**src/rtl/cal_date_if.sv**
```systemverilog
// Date-chain bus between the time-of-day chain, the buttons and the date block.
// The master drives the tick and the buttons; the slave owns the date outputs.
`timescale 1ns/1ps
interface cal_date_if;
  logic       day_tick;
  logic       set_btn;
  logic       adv_btn;
  logic [6:0] day_o;
  logic [6:0] mon_o;
  logic [6:0] yr_o;
  logic [1:0] mode_o;
  logic       eom_o;
  logic       yr_wrap_o;

  modport master (
    output day_tick, set_btn, adv_btn,
    input  day_o, mon_o, yr_o, mode_o, eom_o, yr_wrap_o
  );

  modport slave (
    input  day_tick, set_btn, adv_btn,
    output day_o, mon_o, yr_o, mode_o, eom_o, yr_wrap_o
  );
endinterface

```
**src/rtl/cal_date_ctrl.sv**
```systemverilog
// Day/month/year counters with month lengths, 4-year leap rule
// and a button-driven set sequence (year, month, day).
`timescale 1ns/1ps
module cal_date_ctrl #(
  parameter int YR_MAX = 99
) (
  input logic      clk,
  input logic      rst,
  cal_date_if.slave bus
);

  typedef enum logic [1:0] {
    RUN     = 2'd0,
    SET_YR  = 2'd1,
    SET_MON = 2'd2,
    SET_DAY = 2'd3
  } state_t;

  localparam logic [6:0] YMAX = 7'(YR_MAX);

  state_t     state, state_n;
  logic [6:0] day, mon, yr;
  logic [6:0] day_n, mon_n, yr_n;
  logic       wrap, wrap_n;
  logic       set_q, adv_q;
  logic       set_e, adv_e, adv_go;

  function automatic logic [6:0] last_day(
    input logic [6:0] m,
    input logic [1:0] y
  );
    logic [6:0] l;
    case (m)
      7'd1:                    l = (y == 2'd0) ? 7'd28 : 7'd27;
      7'd3, 7'd5, 7'd8, 7'd10: l = 7'd29;
      default:                 l = 7'd30;
    endcase
    return l;
  endfunction

  function automatic logic [6:0] clamp(
    input logic [6:0] d,
    input logic [6:0] l
  );
    return (d > l) ? l : d;
  endfunction

  assign set_e  = bus.set_btn & ~set_q;
  assign adv_e  = bus.adv_btn & ~adv_q;
  assign adv_go = adv_e & ~set_e;

  always_comb begin
    state_n = state;
    day_n   = day;
    mon_n   = mon;
    yr_n    = yr;
    wrap_n  = 1'b0;
    if (set_e) begin
      unique case (state)
        RUN:     state_n = SET_YR;
        SET_YR:  state_n = SET_MON;
        SET_MON: state_n = SET_DAY;
        SET_DAY: state_n = RUN;
        default: state_n = RUN;
      endcase
    end
    unique case (state)
      RUN: begin
        if (bus.day_tick) begin
          if (day < last_day(mon, yr[1:0])) begin
            day_n = day + 7'd1;
          end else begin
            day_n = 7'd0;
            if (mon == 7'd11) begin
              mon_n = 7'd0;
              if (yr == YMAX) begin
                yr_n   = 7'd0;
                wrap_n = 1'b1;
              end else begin
                yr_n = yr + 7'd1;
              end
            end else begin
              mon_n = mon + 7'd1;
            end
          end
        end
      end
      SET_YR: begin
        if (adv_go) begin
          yr_n  = (yr == YMAX) ? 7'd0 : yr + 7'd1;
          day_n = clamp(day, last_day(mon, yr_n[1:0]));
        end
      end
      SET_MON: begin
        if (adv_go) begin
          mon_n = (mon == 7'd11) ? 7'd0 : mon + 7'd1;
          day_n = clamp(day, last_day(mon_n, yr[1:0]));
        end
      end
      SET_DAY: begin
        if (adv_go) begin
          day_n = (day >= last_day(mon, yr[1:0])) ? 7'd0 : day + 7'd1;
        end
      end
      default: ;
    endcase
  end

  // Button copies reset high so a button held across reset gives no edge
  always_ff @(posedge clk or posedge rst) begin
    if (rst) begin
      state <= RUN;
      day   <= 7'd0;
      mon   <= 7'd0;
      yr    <= 7'd0;
      wrap  <= 1'b0;
      set_q <= 1'b1;
      adv_q <= 1'b1;
    end else begin
      state <= state_n;
      day   <= day_n;
      mon   <= mon_n;
      yr    <= yr_n;
      wrap  <= wrap_n;
      set_q <= bus.set_btn;
      adv_q <= bus.adv_btn;
    end
  end

  assign bus.day_o     = day;
  assign bus.mon_o     = mon;
  assign bus.yr_o      = yr;
  assign bus.mode_o    = state;
  assign bus.yr_wrap_o = wrap;
  assign bus.eom_o     = (day == last_day(mon, yr[1:0]));

endmodule

```
**src/flat_wrapper.sv**
```systemverilog
// flat-port wrapper written by rule: the top's interface ports become plain ports
module cal_date_ctrl_flat 
#(
  parameter int YR_MAX = 99
)
  (clk, rst, bus_day_tick, bus_set_btn, bus_adv_btn, bus_day_o, bus_mon_o, bus_yr_o, bus_mode_o, bus_eom_o, bus_yr_wrap_o);
  cal_date_if bus_i ();
  input logic clk;
  input logic rst;
  input wire logic [$bits(bus_i.day_tick)-1:0] bus_day_tick;
  input wire logic [$bits(bus_i.set_btn)-1:0] bus_set_btn;
  input wire logic [$bits(bus_i.adv_btn)-1:0] bus_adv_btn;
  output wire logic [$bits(bus_i.day_o)-1:0] bus_day_o;
  output wire logic [$bits(bus_i.mon_o)-1:0] bus_mon_o;
  output wire logic [$bits(bus_i.yr_o)-1:0] bus_yr_o;
  output wire logic [$bits(bus_i.mode_o)-1:0] bus_mode_o;
  output wire logic [$bits(bus_i.eom_o)-1:0] bus_eom_o;
  output wire logic [$bits(bus_i.yr_wrap_o)-1:0] bus_yr_wrap_o;
  assign bus_i.day_tick = bus_day_tick;
  assign bus_i.set_btn = bus_set_btn;
  assign bus_i.adv_btn = bus_adv_btn;
  assign bus_day_o = bus_i.day_o;
  assign bus_mon_o = bus_i.mon_o;
  assign bus_yr_o = bus_i.yr_o;
  assign bus_mode_o = bus_i.mode_o;
  assign bus_eom_o = bus_i.eom_o;
  assign bus_yr_wrap_o = bus_i.yr_wrap_o;
  cal_date_ctrl #(.YR_MAX(YR_MAX)) u_core (.clk(clk), .rst(rst), .bus(bus_i));
endmodule
```
**config.mk**
```make
export PLATFORM = sky130hd
export DESIGN_NAME = cal_date_ctrl_flat
export DESIGN_NICKNAME = d
export VERILOG_FILES = /design/src/rtl/cal_date_if.sv /design/src/rtl/cal_date_ctrl.sv /design/src/flat_wrapper.sv
export SDC_FILE = /design/constraint.sdc
export NUM_CORES = 1
export LEC_CHECK = 0
export CORE_MARGIN = 10
export CORE_UTILIZATION = 49
export DETAILED_ROUTE_END_ITERATION = 16
export PLACE_DENSITY = 0.76
export SLEW_MARGIN = 20
export SYNTH_ARGS = -nofsm -noshare
export SYNTH_HDL_FRONTEND = slang
export SYNTH_SLANG_ARGS = --single-unit
export TNS_END_PERCENT = 50
```
**constraint.sdc**
```tcl
create_clock -name clk -period 3.1 [get_ports clk]
set_input_delay 0.62 -clock clk [delete_from_list [all_inputs] [get_ports clk]]
set_output_delay 0.62 -clock clk [all_outputs]
set_load 0.05 [all_outputs]
```
==> impl_metrics.ini <==
[route]
postRouteAntennaNets = 0
routed_wl_mm = 5.88
initialDrtViolationCount = 254
viasPerCell = 5.89
drc = 0
num_vias = 2021
post_drt_wl_per_cell_um = 17.2
drtPass1Iterations = 4

[synthesis]
yosysTopAreaCellShare_pct = 29.2
synth.avg_cell_area_um2 = 8.79
synthArstFlopShare_pct = 100
synthTopCellsByArea = dfrtp_1, ha_1, o21ai_0, nand2_1, nor2_1
ys.flop_type = dfrtp_1
yosys.area_share.simple_pct = 23.0
yosysSeqAreaShare_pct = 31.8
synth_edf_count = 0
synthXorXnorAreaFrac_pct = 3.41
synth_fa_ha_area_share_pct = 12.8
ys_seq_elements = 26
netlist_instances = 234
syn_nets = 260
synthMuxAreaShare_pct = 2.01
yosys.area.top_type = dfrtp_1
synthesis.area_um2 = 2060
yosys.cell_types.count = 54
synth_compound_area_share_pct = 23.3
synth_top_family_by_area = compound AO/OA/AOI/OAI gates
yosys_warnings = 0

[setup_path]
worstPathArrival_ns = 3.38
critPathRequiredTime_ns = 3.31
rr_worst_depth = 15
cp-end-kind = flip-flop
rrSetupSlack_ns = -0.06
critPathKind = flip-flop to flip-flop
r2r_end = u_core.bus.yr_o[6]$_DFFE_PP0P_
worst_path_max_delay_cell = dfrtp_2
crit_start = u_core.bus.mon_o[0]$_DFFE_PP0P_
path_max_fanout = 5
slowest_delay_ns = 0.48
startpoint_type = flip-flop
crit_top_cell = nor2_2
cp-endpoint = u_core.bus.yr_o[6]$_DFFE_PP0P_
rr_startpoint = u_core.bus.mon_o[0]$_DFFE_PP0P_
crit_chain = inv_4 -> ha_4 -> nor2_2 -> a211o_1 -> nand2_1 -> nand2_2 -> nor2_2 -> ha_1 -> nor2b_4 -> o211a_1 -> o2111a_2 -> a2bb2oi_4 -> and3_4 -> a31o_4 -> a211oi_2

[global_route]
track_usage_pct = 15.3
grt_pass1_vias = 1968
grt-ovfl-total = 0
grt_pass1_wl_mm = 9.26
grt_antenna_before_repair = 0
grt_max_degree = 16

[timing]
grt_setup_unrepaired = yes
tightestPinTransition_ns = 0.530
fin_crit_sh_pct = 102
final_hold_viol_count = 0
slew_violations = 0
post-route-min-period_ns = 3.16
setup_slack_ns = -0.0643
fin_skew_ns = 0.00446
setup_tns_ns = -0.278
setup_viol = 6
fmax_mhz = 316
slew_headroom_pct = 64.5

[placement]
dp_slack_ns = -0.173
globalplace.congestion = 0.940
io_buffers = 29
hpwl_mm = 4.20
dp.cells = 331

[finish]
area_growth_pct = 39.4
n_antenna_cell = 0
nets = 320
fin_cells = 343
layout-drive-gt1-share_pct = 28.3
finish.utilization_pct = 71.1

[clock_tree]
insertion_delay_ns = 0.29
clock-sinks = 26
clkSlewWorstSetupHoldPaths_ns = 0.10
ctsLongestPathBuffers = 2
root_buffer = clkbuf_8
cts_tree = yes
cts_htree_levels = 1
cts_buffers = 3

[floorplan]
ios = 30
floorplan.initialDensity_pct = 51.0
die_y_um = 84.8
die-area_um2 = 7190
die-width_um = 84.8
rows = 23
core_area_um2 = 4030

[run_status]
violations = setup timing
status = complete, but fails checks

[flow_run]
drv_cap = 0

[power_and_ir_drop]
leakagePower_nw = 1.25
ir_drop_mv = 0.673
pwr_density_cell_nw_per_um2 = 1260
p_total_mw = 3.60

[worst_hold_path]
hold_path.class = flip-flop to flip-flop
-- per-stage QoR --
step           instance area (um^2)  hold slack, ns
6_report                       2870           0.549
5_1_grt                        2870           0.600
4_1_cts                        2730           0.556
3_5_place_dp                   2620           0.541
3_3_place_gp                   2620           0.540
2_1_floorplan                  2120           0.624
-- metal layers --
layer / global-route usage [%] / vias to the layer above / wire length, um
li1: - / 978 / -
met1: 18.5 / 965 / 2520
met2: 24.6 / 71 / 2830
met3: 4.25 / 7 / 437
met4: 6.59 / 0 / 99
met5: 0 / - / 0
-- area by class of cell --
cell class	count	area, um^2
clock inverter	1	30.0
sequential	26	662
tap	50	62.6
inverter	12	50.0
multi-input combinational	190	1480
timing repair buffer	61	544
clock buffer	3	41.3
fill	312	1160
-- worst max-delay path, delay by kind of cell, from the launching register on --
| kind | cells | cell delay, ns |
|---|---|---|
| buf+inv | 1 | 0.12 |
| simple gates | 6 | 0.69 |
| compound gates | 6 | 1.38 |
| fa+ha+maj | 2 | 0.41 |
| flops | 1 | 0.48 |
-- state kept, by name (all words and copies together), names as in the netlist --
register	flops
u_core.bus.day_o	7
u_core.bus.mon_o	7
u_core.bus.yr_o	7
u_core.bus.mode_o	2
u_core.adv_q	1
u_core.bus.yr_wrap_o	1
u_core.set_q	1
-- timing repair --
action | CTS | global route
setup buffers | 1 | 6
hold buffers | 0 | 0
resized for setup | 6 | 26
endpoints found under the hold margin | 0 | 0
pin swaps | 3 | 19
setup endpoints to repair | 16 | 20
cloned | 0 | 1
-- cells by family after synthesis --
logic type,Yosys count
AND/OR/NAND/NOR,91
AO/OA/AOI/OAI,65
flip-flops,26
adder cells (fa/ha/maj),21
buffers and inverters,19
XOR/XNOR,8
multiplexers,4
-- power by group --
part / switching [mW] / internal, mW / total [mW]
Combinational: 1.47 / 1.17 / 2.64
Sequential: 0.201 / 0.458 / 0.659
Clock: 0.126 / 0.173 / 0.300
-- cell usage in the layout (no fill, tap or decap), types with 6 or more instances in the layout --
| cell | netlist | layout |
|---|---|---|
| and3_1 | 9 | 7 |
| nor2_1 | 20 | 16 |
| inv_1 | 12 | 10 |
| dfrtp_2 | 0 | 7 |
| dfrtp_1 | 24 | 17 |
| nand2_1 | 21 | 19 |
| buf_4 | 1 | 31 |
| a31oi_1 | 7 | 7 |
| nand3_1 | 6 | 6 |
| o21ai_0 | 18 | 15 |
| ha_1 | 21 | 18 |
| xnor2_1 | 7 | 6 |
| nor3_1 | 9 | 7 |
| clkdlybuf4s50_1 | 0 | 28 |
-- synth_stat cells, types with 2 or more instances --
| library cell | count |
|---|---|
| a211oi_1 | 2 |
| a21o_1 | 4 |
| a21oi_1 | 7 |
| a22o_1 | 2 |
| a31oi_1 | 7 |
| a32oi_1 | 2 |
| and2_1 | 2 |
| and3_1 | 9 |
| buf_2 | 2 |
| clkbuf_1 | 3 |
| dfrtp_1 | 24 |
| dfstp_2 | 2 |
| ha_1 | 21 |
| inv_1 | 12 |
| mux2i_1 | 3 |
| nand2_1 | 21 |
| nand2b_1 | 5 |
| nand3_1 | 6 |
| nand3b_1 | 2 |
| nand4_1 | 5 |
| nor2_1 | 20 |
| nor2b_1 | 5 |
| nor3_1 | 9 |
| o21a_1 | 4 |
| o21ai_0 | 18 |
| o32ai_1 | 2 |
| or2_2 | 2 |
| xnor2_1 | 7 |
-- worst min path at each step --
stage,startpoint,to,cells past startpoint
floorplan,bus_adv_btn,u_core.adv_q$_DFF_PP1_,0
global placement,u_core.bus.yr_o[5]$_DFFE_PP0P_,u_core.bus.yr_o[5]$_DFFE_PP0P_,1
detailed placement,u_core.bus.yr_o[5]$_DFFE_PP0P_,u_core.bus.yr_o[5]$_DFFE_PP0P_,1
CTS,u_core.bus.yr_o[5]$_DFFE_PP0P_,u_core.bus.yr_o[5]$_DFFE_PP0P_,1
global route,u_core.bus.yr_o[5]$_DFFE_PP0P_,u_core.bus.yr_o[5]$_DFFE_PP0P_,1
finish,u_core.bus.yr_o[5]$_DFFE_PP0P_,u_core.bus.yr_o[5]$_DFFE_PP0P_,1
Power figures use the tool's default switching activity.
